### src/rtl/vec_mod_adder_if.sv
// Request/response bundle for the sequential vector modular adder.
// Valid/ready: a transfer happens on a rising clk edge where valid and ready are both 1.
interface vec_mod_adder_if #(
    parameter int DATA_WIDTH = 32,
    parameter int WLEN       = 256
);
    logic                  in_valid_i;
    logic                  in_ready_o;
    logic [WLEN-1:0]       op0_i;
    logic [WLEN-1:0]       op1_i;
    logic [DATA_WIDTH-1:0] q_i;
    logic                  out_valid_o;
    logic                  out_ready_i;
    logic [WLEN-1:0]       res_o;

    modport master (
        output in_valid_i, op0_i, op1_i, q_i, out_ready_i,
        input  in_ready_o, out_valid_o, res_o
    );

    modport slave (
        input  in_valid_i, op0_i, op1_i, q_i, out_ready_i,
        output in_ready_o, out_valid_o, res_o
    );
endinterface

### src/rtl/vec_mod_adder.sv
// Lane-serial (op0 + op1) mod q over packed DATA_WIDTH-bit lanes, one lane per cycle.
// Operands and modulus are captured at accept; res_o is the result register itself.
module vec_mod_adder #(
    parameter int DATA_WIDTH = 32,
    parameter int WLEN       = 256
) (
    input  logic                 clk_i,
    input  logic                 rst_i,
    vec_mod_adder_if.slave       bus,
    output logic [1:0]           state_dbg_o
);
    localparam int LANES = WLEN / DATA_WIDTH;
    localparam int CNT_W = (LANES > 1) ? $clog2(LANES) : 1;

    typedef enum logic [1:0] {
        IDLE = 2'd0,
        BUSY = 2'd1,
        DONE = 2'd2
    } state_t;

    state_t                state_q, state_d;
    logic [CNT_W-1:0]      cnt_q;
    logic [WLEN-1:0]       op0_q, op1_q, res_q;
    logic [DATA_WIDTH-1:0] q_q;

    logic                  accept;
    logic                  last_lane;
    logic [DATA_WIDTH-1:0] lane_a, lane_b, lane_res;
    logic [DATA_WIDTH:0]   sum, q_ext;

    // Datapath for the lane currently selected by the counter.
    always_comb begin
        lane_a   = op0_q[cnt_q*DATA_WIDTH +: DATA_WIDTH];
        lane_b   = op1_q[cnt_q*DATA_WIDTH +: DATA_WIDTH];
        sum      = {1'b0, lane_a} + {1'b0, lane_b};
        q_ext    = {1'b0, q_q};
        lane_res = (sum >= q_ext) ? DATA_WIDTH'(sum - q_ext) : DATA_WIDTH'(sum);
    end

    assign accept    = (state_q == IDLE) && bus.in_valid_i;
    assign last_lane = (cnt_q == CNT_W'(LANES - 1));

    always_comb begin
        state_d = state_q;
        case (state_q)
            IDLE:    if (bus.in_valid_i) state_d = BUSY;
            BUSY:    if (last_lane) state_d = DONE;
            DONE:    if (bus.out_ready_i) state_d = IDLE;
            default: state_d = IDLE;
        endcase
    end

    always_ff @(posedge clk_i or posedge rst_i) begin
        if (rst_i) begin
            state_q <= IDLE;
            cnt_q   <= '0;
            op0_q   <= '0;
            op1_q   <= '0;
            q_q     <= '0;
            res_q   <= '0;
        end else begin
            state_q <= state_d;
            if (accept) begin
                op0_q <= bus.op0_i;
                op1_q <= bus.op1_i;
                q_q   <= bus.q_i;
                cnt_q <= '0;
                res_q <= '0;
            end else if (state_q == BUSY) begin
                res_q[cnt_q*DATA_WIDTH +: DATA_WIDTH] <= lane_res;
                cnt_q <= cnt_q + 1'b1;
            end
        end
    end

    // Handshake outputs decode registered state only.
    assign bus.in_ready_o  = (state_q == IDLE);
    assign bus.out_valid_o = (state_q == DONE);
    assign bus.res_o       = res_q;
    assign state_dbg_o     = state_q;
endmodule

### src/flat_wrapper.sv
// flat-port wrapper written by rule: the top's interface ports become plain ports
module vec_mod_adder_flat 
#(
    parameter int DATA_WIDTH = 32,
    parameter int WLEN       = 256
)
  (clk_i, rst_i, state_dbg_o, bus_in_valid_i, bus_op0_i, bus_op1_i, bus_q_i, bus_out_ready_i, bus_in_ready_o, bus_out_valid_o, bus_res_o);
  vec_mod_adder_if #(.DATA_WIDTH(DATA_WIDTH), .WLEN(WLEN)) bus_i ();
  input  logic clk_i;
  input  logic rst_i;
  output logic [1:0] state_dbg_o;
  input wire logic [$bits(bus_i.in_valid_i)-1:0] bus_in_valid_i;
  input wire logic [$bits(bus_i.op0_i)-1:0] bus_op0_i;
  input wire logic [$bits(bus_i.op1_i)-1:0] bus_op1_i;
  input wire logic [$bits(bus_i.q_i)-1:0] bus_q_i;
  input wire logic [$bits(bus_i.out_ready_i)-1:0] bus_out_ready_i;
  output wire logic [$bits(bus_i.in_ready_o)-1:0] bus_in_ready_o;
  output wire logic [$bits(bus_i.out_valid_o)-1:0] bus_out_valid_o;
  output wire logic [$bits(bus_i.res_o)-1:0] bus_res_o;
  assign bus_i.in_valid_i = bus_in_valid_i;
  assign bus_i.op0_i = bus_op0_i;
  assign bus_i.op1_i = bus_op1_i;
  assign bus_i.q_i = bus_q_i;
  assign bus_i.out_ready_i = bus_out_ready_i;
  assign bus_in_ready_o = bus_i.in_ready_o;
  assign bus_out_valid_o = bus_i.out_valid_o;
  assign bus_res_o = bus_i.res_o;
  vec_mod_adder #(.DATA_WIDTH(DATA_WIDTH), .WLEN(WLEN)) u_core (.clk_i(clk_i), .rst_i(rst_i), .bus(bus_i), .state_dbg_o(state_dbg_o));
endmodule
### config.mk
export PLATFORM = sky130hd
export DESIGN_NAME = vec_mod_adder_flat
export DESIGN_NICKNAME = d
export VERILOG_FILES = /design/src/rtl/vec_mod_adder_if.sv /design/src/rtl/vec_mod_adder.sv /design/src/flat_wrapper.sv
export SDC_FILE = /design/constraint.sdc
export NUM_CORES = 2
export LEC_CHECK = 0
export ABC_AREA = 0
export ABC_CLOCK_PERIOD_IN_PS = 36300
export CAP_MARGIN = 10
export CORE_AREA = 2 2 316 318
export CTS_CLUSTER_SIZE = 30
export DETAILED_ROUTE_END_ITERATION = 16
export DIE_AREA = 0 0 318 320
export PLACE_DENSITY = 0.61
export SYNTH_ARGS = -nofsm -noshare
export SYNTH_HDL_FRONTEND = slang
export SYNTH_SLANG_ARGS = --single-unit
### constraint.sdc
create_clock -name clk_i -period 36.3 [get_ports clk_i]
set_input_delay 3.63 -clock clk_i [delete_from_list [all_inputs] [get_ports clk_i]]
set_output_delay 3.63 -clock clk_i [all_outputs]
set_load 0.02 [all_outputs]
After elaboration in Yosys (flattened, before gate mapping)
Cells that the tools add are included.

Flip-flop bits (word level): 805. Input bits: 548. Output and inout port bits: 260.

$add $sub $neg: 4. Order comparisons: 1. Eq/ne operators: 6. Shifts and indexed selects: 4. Multiplexer cells: 10. Reduce and logical (&&, ||, !) cells: 4.

Operators by type and width (count): $mux 256 (2); $shiftx 256x9->32 (2); $bwmux 256 (1); $shift 32x34->256 const A (1); $shiftx 32x34->256 (1); $neg 8->34 (1); $add 32x32->33 (1); $ge 33x32->1 (1); $mux 32 (1); $sub 32x32->32 (1); $mux 2 (3); $mux 3 (2); $pmux 2 s3 (1); $ne 2x2->1 const B (2); $add 3x1->3 const B (1); $eq 3x3->1 const B (1); $reduce_and 3->1 (1); $eq 2x1->1 const B (1); $eq 2x2->1 const B (1); $logic_not 2->1 (1); $ne 2x1->1 const B (1); $reduce_bool 2->1 (1); $logic_and 1x1->1 (1).

Logic depth before layout (Yosys ltp)
Depth after elaboration: 8. Gate-level depth with buffers: 30. Depth with buffers taken out: 23.

Least setup slack after synthesis
OpenSTA, ideal clock, no wires.

Path type: reg-to-reg. From: register u_core.cnt_q[0]. To: register u_core.res_q[31], in the netlist u_core.bus.res_o[31]. Arrival: 6714 ps. Data required time: 36178 ps. Setup slack: 29464 ps. Stages on the path, launching flop included: 27. Buffers on the path: 7. Period minus slack after synthesis: 6836 ps. Cells stage by stage: dfrtp_1 -> clkbuf_1 -> clkbuf_1 -> buf_1 -> clkbuf_1 -> mux4_2 -> nand2_1 -> nand2_1 -> ha_1 -> buf_4 -> and3_1 -> or4b_1 -> or3_4 -> and4_1 -> or4_1 -> o211ai_1 -> ha_1 -> a21o_1 -> a211o_1 -> a311o_1 -> a41oi_1 -> a31o_2 -> clkbuf_1 -> clkbuf_1 -> a211oi_1 -> mux2i_1 -> nand2_1.

Word-level cells in the longest chain between the ends: 8. Elaborated cells on any way between the ends: 12. Classes of those cells: add/sub (3); order compare (1); shift (4); mux (4).

RTL lines: from (decl) (line vec_mod_adder.sv:22) `logic [CNT_W-1:0] cnt_q;`; from (signal assigned) (line vec_mod_adder.sv:71) `cnt_q <= cnt_q + 1'b1;`; $shiftx 256x9->32, on equally long branches (line vec_mod_adder.sv:33, vec_mod_adder.sv:34); $add 32x32->33 (line vec_mod_adder.sv:35) `sum = {1'b0, lane_a} + {1'b0, lane_b};`; $sub 32x32->32 / $ge 33x32->1 (equally long branches) (line vec_mod_adder.sv:37) `lane_res = (sum >= q_ext) ? DATA_WIDTH'(sum - q_ext) : DATA_WIDTH'(sum);`; $mux 32 (line vec_mod_adder.sv:37); $shiftx 32x34->256 (line vec_mod_adder.sv:70) `res_q[cnt_q*DATA_WIDTH +: DATA_WIDTH] <= lane_res;`; $bwmux 256 (*) (line vec_mod_adder.sv:70); $mux 256 (*) (line vec_mod_adder.sv:69) `end else if (state_q == BUSY) begin`; $mux 256 (*) (line vec_mod_adder.sv:63) `if (accept) begin`; to (signal, indexed assignment) (line vec_mod_adder.sv:70); to (decl) (line vec_mod_adder.sv:23) `logic [WLEN-1:0] op0_q, op1_q, res_q;`.

Every way passes the cells marked *; elsewhere a longest branch is shown, timed or not. The select of a mux whose other input is x is not followed. A chain may end at the register's enable or synchronous reset.

Final worst setup path
From: register u_core.cnt_q[0]. To: register u_core.res_q[99], in the netlist u_core.bus.res_o[99].

The elaborated chain is that of the path after synthesis.

==> impl_results.md <==
* Post-Synth Adder-Cell Area at 2.46%
* DR DRC count at 0
* Residual overflow from global routing at 0
* Syn nets at 4,747
* Multiplexer area fraction after synthesis at 8.49%
* Initial Util at 38.5%
* DP HPWL at 107 mm
* Top_reg_cell synth: dfrtp_1
* Max Cap Viol at 0
* Buf/Inv on CP at 5
* Top-count cell post-synth: nand2_1
* Final setup TNS at 0 ns
* Peak per-stage delay on the critical path at 0.79 ns
* Post CTS Setup Buffer Count at 0
* Wire per inst at 23.5 microns
* Final Skew at 0.0340 ns
* Peak Freq at 96.0 MHz
* CP arrival at 10.91 ns
* Seq/Total Area, Yosys at 53.4%
* Tmin final at 10.42 ns
* Status: completed
* Die height at 320 microns
* WP depth at 24
* YS warnings at 0
* Post-synthesis async set-or-reset flop share at 100%
* Routability cong. at 0.873
* Via-per-instance ratio at 5.25
* Critical path capture point type: flop
* DRT antenna net count at 0
* Delay-heaviest family, CP: compound AO/OA/AOI/OAI gates
* EDFF count, synth at 0
* Worst Path Class, Setup: reg -> reg
* Slew @ Worst Pin at 1.19 ns
* # H-tree levels at 3
* Post-synthesis compound-gate area fraction at 8.33%
* Yosys top cell area share at 53.4%
* Largest family of logic cells by synthesized area: simple AND/OR/NAND/NOR gates
* Core area at 98,000 sq um
* Worst path slowest cell: mux2i_1
* Fill cells at 9,160
* Mapped Area at 37,700 sq um
* Die footprint at 102,000 sq um
* Share of layout cells above drive strength 1 at 7.05%
* Area leader, netlist: dfrtp_1
* FF+latch count, synth at 805
* Die X at 318 microns
* Count of cell types in the netlist at 73
* Post-cts resize count at 0
* Critical Path Source Type: flop
* Final Max Slew Viols at 0
* Global-route usage over all layers at 28.3%
* FF-to-FF path depth at 24
* Hold-fix buffer count after cts at 0
* RSZ-0062 raised after global routing: false
* Rel. slew slack at 20.6%
* Layout area overhead at 32.1%
* 1st-pass router iterations at 6
* Clk Latency, worst-skew pair at 0.68 ns
* First-pass GRT wire length at 215 mm
* Row cnt at 115
* Commonest cells post-synth: nand2_1 (1,991), dfrtp_1 (805), o21ai_0 (253)
* Area contributors post-synth: dfrtp_1 (53%), nand2_1 (20%), mux4_2 (7.6%)
* Avg Synthesized Cell Area at 9.14 sq um
* Cells after Synth at 4,126
* Hold WC Path Type: reg -> reg
* Tcrit/Tclk final at 28.7%
* Port Buf Inserts at 807
* Post-Synth XOR/XNOR Area at 0.999%
* Largest net degree at the start of global routing at 228
* Initial drt markers at 3,005
* Nets@finish at 5,435
* CTS sink count at 805
* Clock Path Buffers at 3
* Most common cell on crit path: buf_4
* IO Pins at 808
* Vias in the first global route at 32,500
* Via Count at 32,500
* Clk slew on worst S/H paths at 0.06 ns
* CTS buffer count at 88
* CP Cell Sequence: buf_4, buf_4, buf_4, mux4_2, nand2_1, and2_1, inv_1, ha_1, a211oi_1, nor2_1, o21ai_0, o211ai_1, nand2_1, o31ai_1, xor2_1, ha_1, a211o_1, a311o_1, a41oi_1, a31o_2, nand2_1, buf_4, mux2i_1, o21ai_0
* Simple-Gate Fraction of Synth Area at 23.1%
* Initial antenna violation count at 29
* CP Max Fanout at 39
* Setup Viol. Count Final at 0
* Required time worst endpoint at 36.79 ns
* Clock root buffer: clkbuf_16
* CTS tree: built
* Total wire length at 146 mm
* Final hold vios at 0
* WHS Path Cells at 2
-- placed cells by master (no fill, tap or decap), types with 5 or more instances in the layout --
cell type / count
nor2_1: 57
mux2_2: 6
xnor2_1: 23
clkbuf_16: 88
mux4_2: 128
nor3_1: 14
xor2_1: 20
clkinv_2: 14
a32oi_1: 6
clkdlybuf4s50_1: 807
dfrtp_1: 802
nor2b_1: 9
and2_1: 5
o21ai_1: 16
inv_1: 55
buf_4: 35
a21o_1: 31
or2_2: 9
a211oi_1: 21
clkbuf_8: 22
nand2b_1: 9
mux2i_1: 25
nand2_1: 1990
nand3_1: 72
nand4_1: 17
o211ai_1: 13
a21oi_1: 66
or3_1: 9
a22o_1: 18
and3_1: 11
diode_2: 22
o21ai_0: 253
o31ai_1: 16
o21a_1: 16
clkbuf_1: 18
a31oi_1: 9
ha_1: 71
-- kinds of logic (layout without fill, tap and decap cells) --
family          after synthesis  after routing
mux                         159            159
xor+xnor                     43             43
other cells                   0             22
simple gates               2225           2225
flops                       805            805
compound gates              516            516
buf+inv                     305           1060
fa+ha+maj                    73             73
-- sequential cells by signal (all words and copies together) (netlist names) --
| register | count |
|---|---|
| u_core.bus.res_o | 256 |
| u_core.cnt_q | 3 |
| u_core.op0_q | 256 |
| u_core.op1_q | 256 |
| u_core.q_q | 32 |
| u_core.state_dbg_o | 2 |
-- layer usage --
| metal | track usage (%) | vias to the layer above | part of all wire (%) |
|---|---|---|---|
| li1 | - | 15000 | - |
| met1 | 37.5 | 16100 | 42 |
| met2 | 46.7 | 1186 | 49 |
| met3 | 4.84 | 188 | 6.1 |
| met4 | 10.2 | 16 | 3.0 |
| met5 | 0 | - | 0.076 |
-- through the flow --
stage	worst slack [ns]	area [sq um]	hold slack [ns]	utilization, %	instances
floorplan	10.06	37700	0.440	-	4126
CTS	25.83	49700	0.472	50.8	6168
global placement	26.05	46800	0.453	47.8	6011
finish	25.88	49800	0.470	50.8	6190
global route	25.04	49800	0.487	50.8	6186
detailed placement	25.87	46800	0.457	47.8	6011
-- cell type report --
type	instances	area (sq um)	area share [%]
clock inverter	29	320	0.643
timing repair buffer	846	8420	16.9
clock buffer	128	2570	5.17
tap	1287	1610	3.23
multi-input combinational	3016	16400	33.0
inverter	57	221	0.445
sequential	805	20200	40.5
antenna	22	55.1	0.111
-- worst register-to-register path, stage by stage (launching register included) --
cell and delay, ns:
dfrtp_4 0.75, buf_4 0.68, buf_4 0.77, buf_4 0.77, mux4_2 0.62, nand2_1 0.10, and2_1 0.21, inv_1 0.06
ha_1 0.29, a211oi_1 0.08, nor2_1 0.21, o21ai_0 0.27, o211ai_1 0.35, nand2_1 0.18, o31ai_1 0.47, xor2_1 0.70
ha_1 0.56, a211o_1 0.34, a311o_1 0.34, a41oi_1 0.20, a31o_2 0.48, nand2_1 0.37, buf_4 0.39, mux2i_1 0.79
o21ai_0 0.25
-- path summary, 6_finish.rpt --
check                                        endpoint  slack (ns)         startpoint
worst max-delay path             u_core.bus.res_o[99]       25.88    u_core.cnt_q[0]
worst min-delay path                u_core.op0_q[247]        0.47  u_core.op0_q[247]
worst max register to register   u_core.bus.res_o[99]       25.88    u_core.cnt_q[0]
worst min register to register      u_core.op0_q[247]        0.47  u_core.op0_q[247]
max in group asynchronous           u_core.op0_q[230]       28.92              rst_i
min in group asynchronous       u_core.bus.res_o[164]        3.53              rst_i
Power is not shown: default switching activity piles up to over one toggle a cycle in this logic, so the estimate is an artifact.
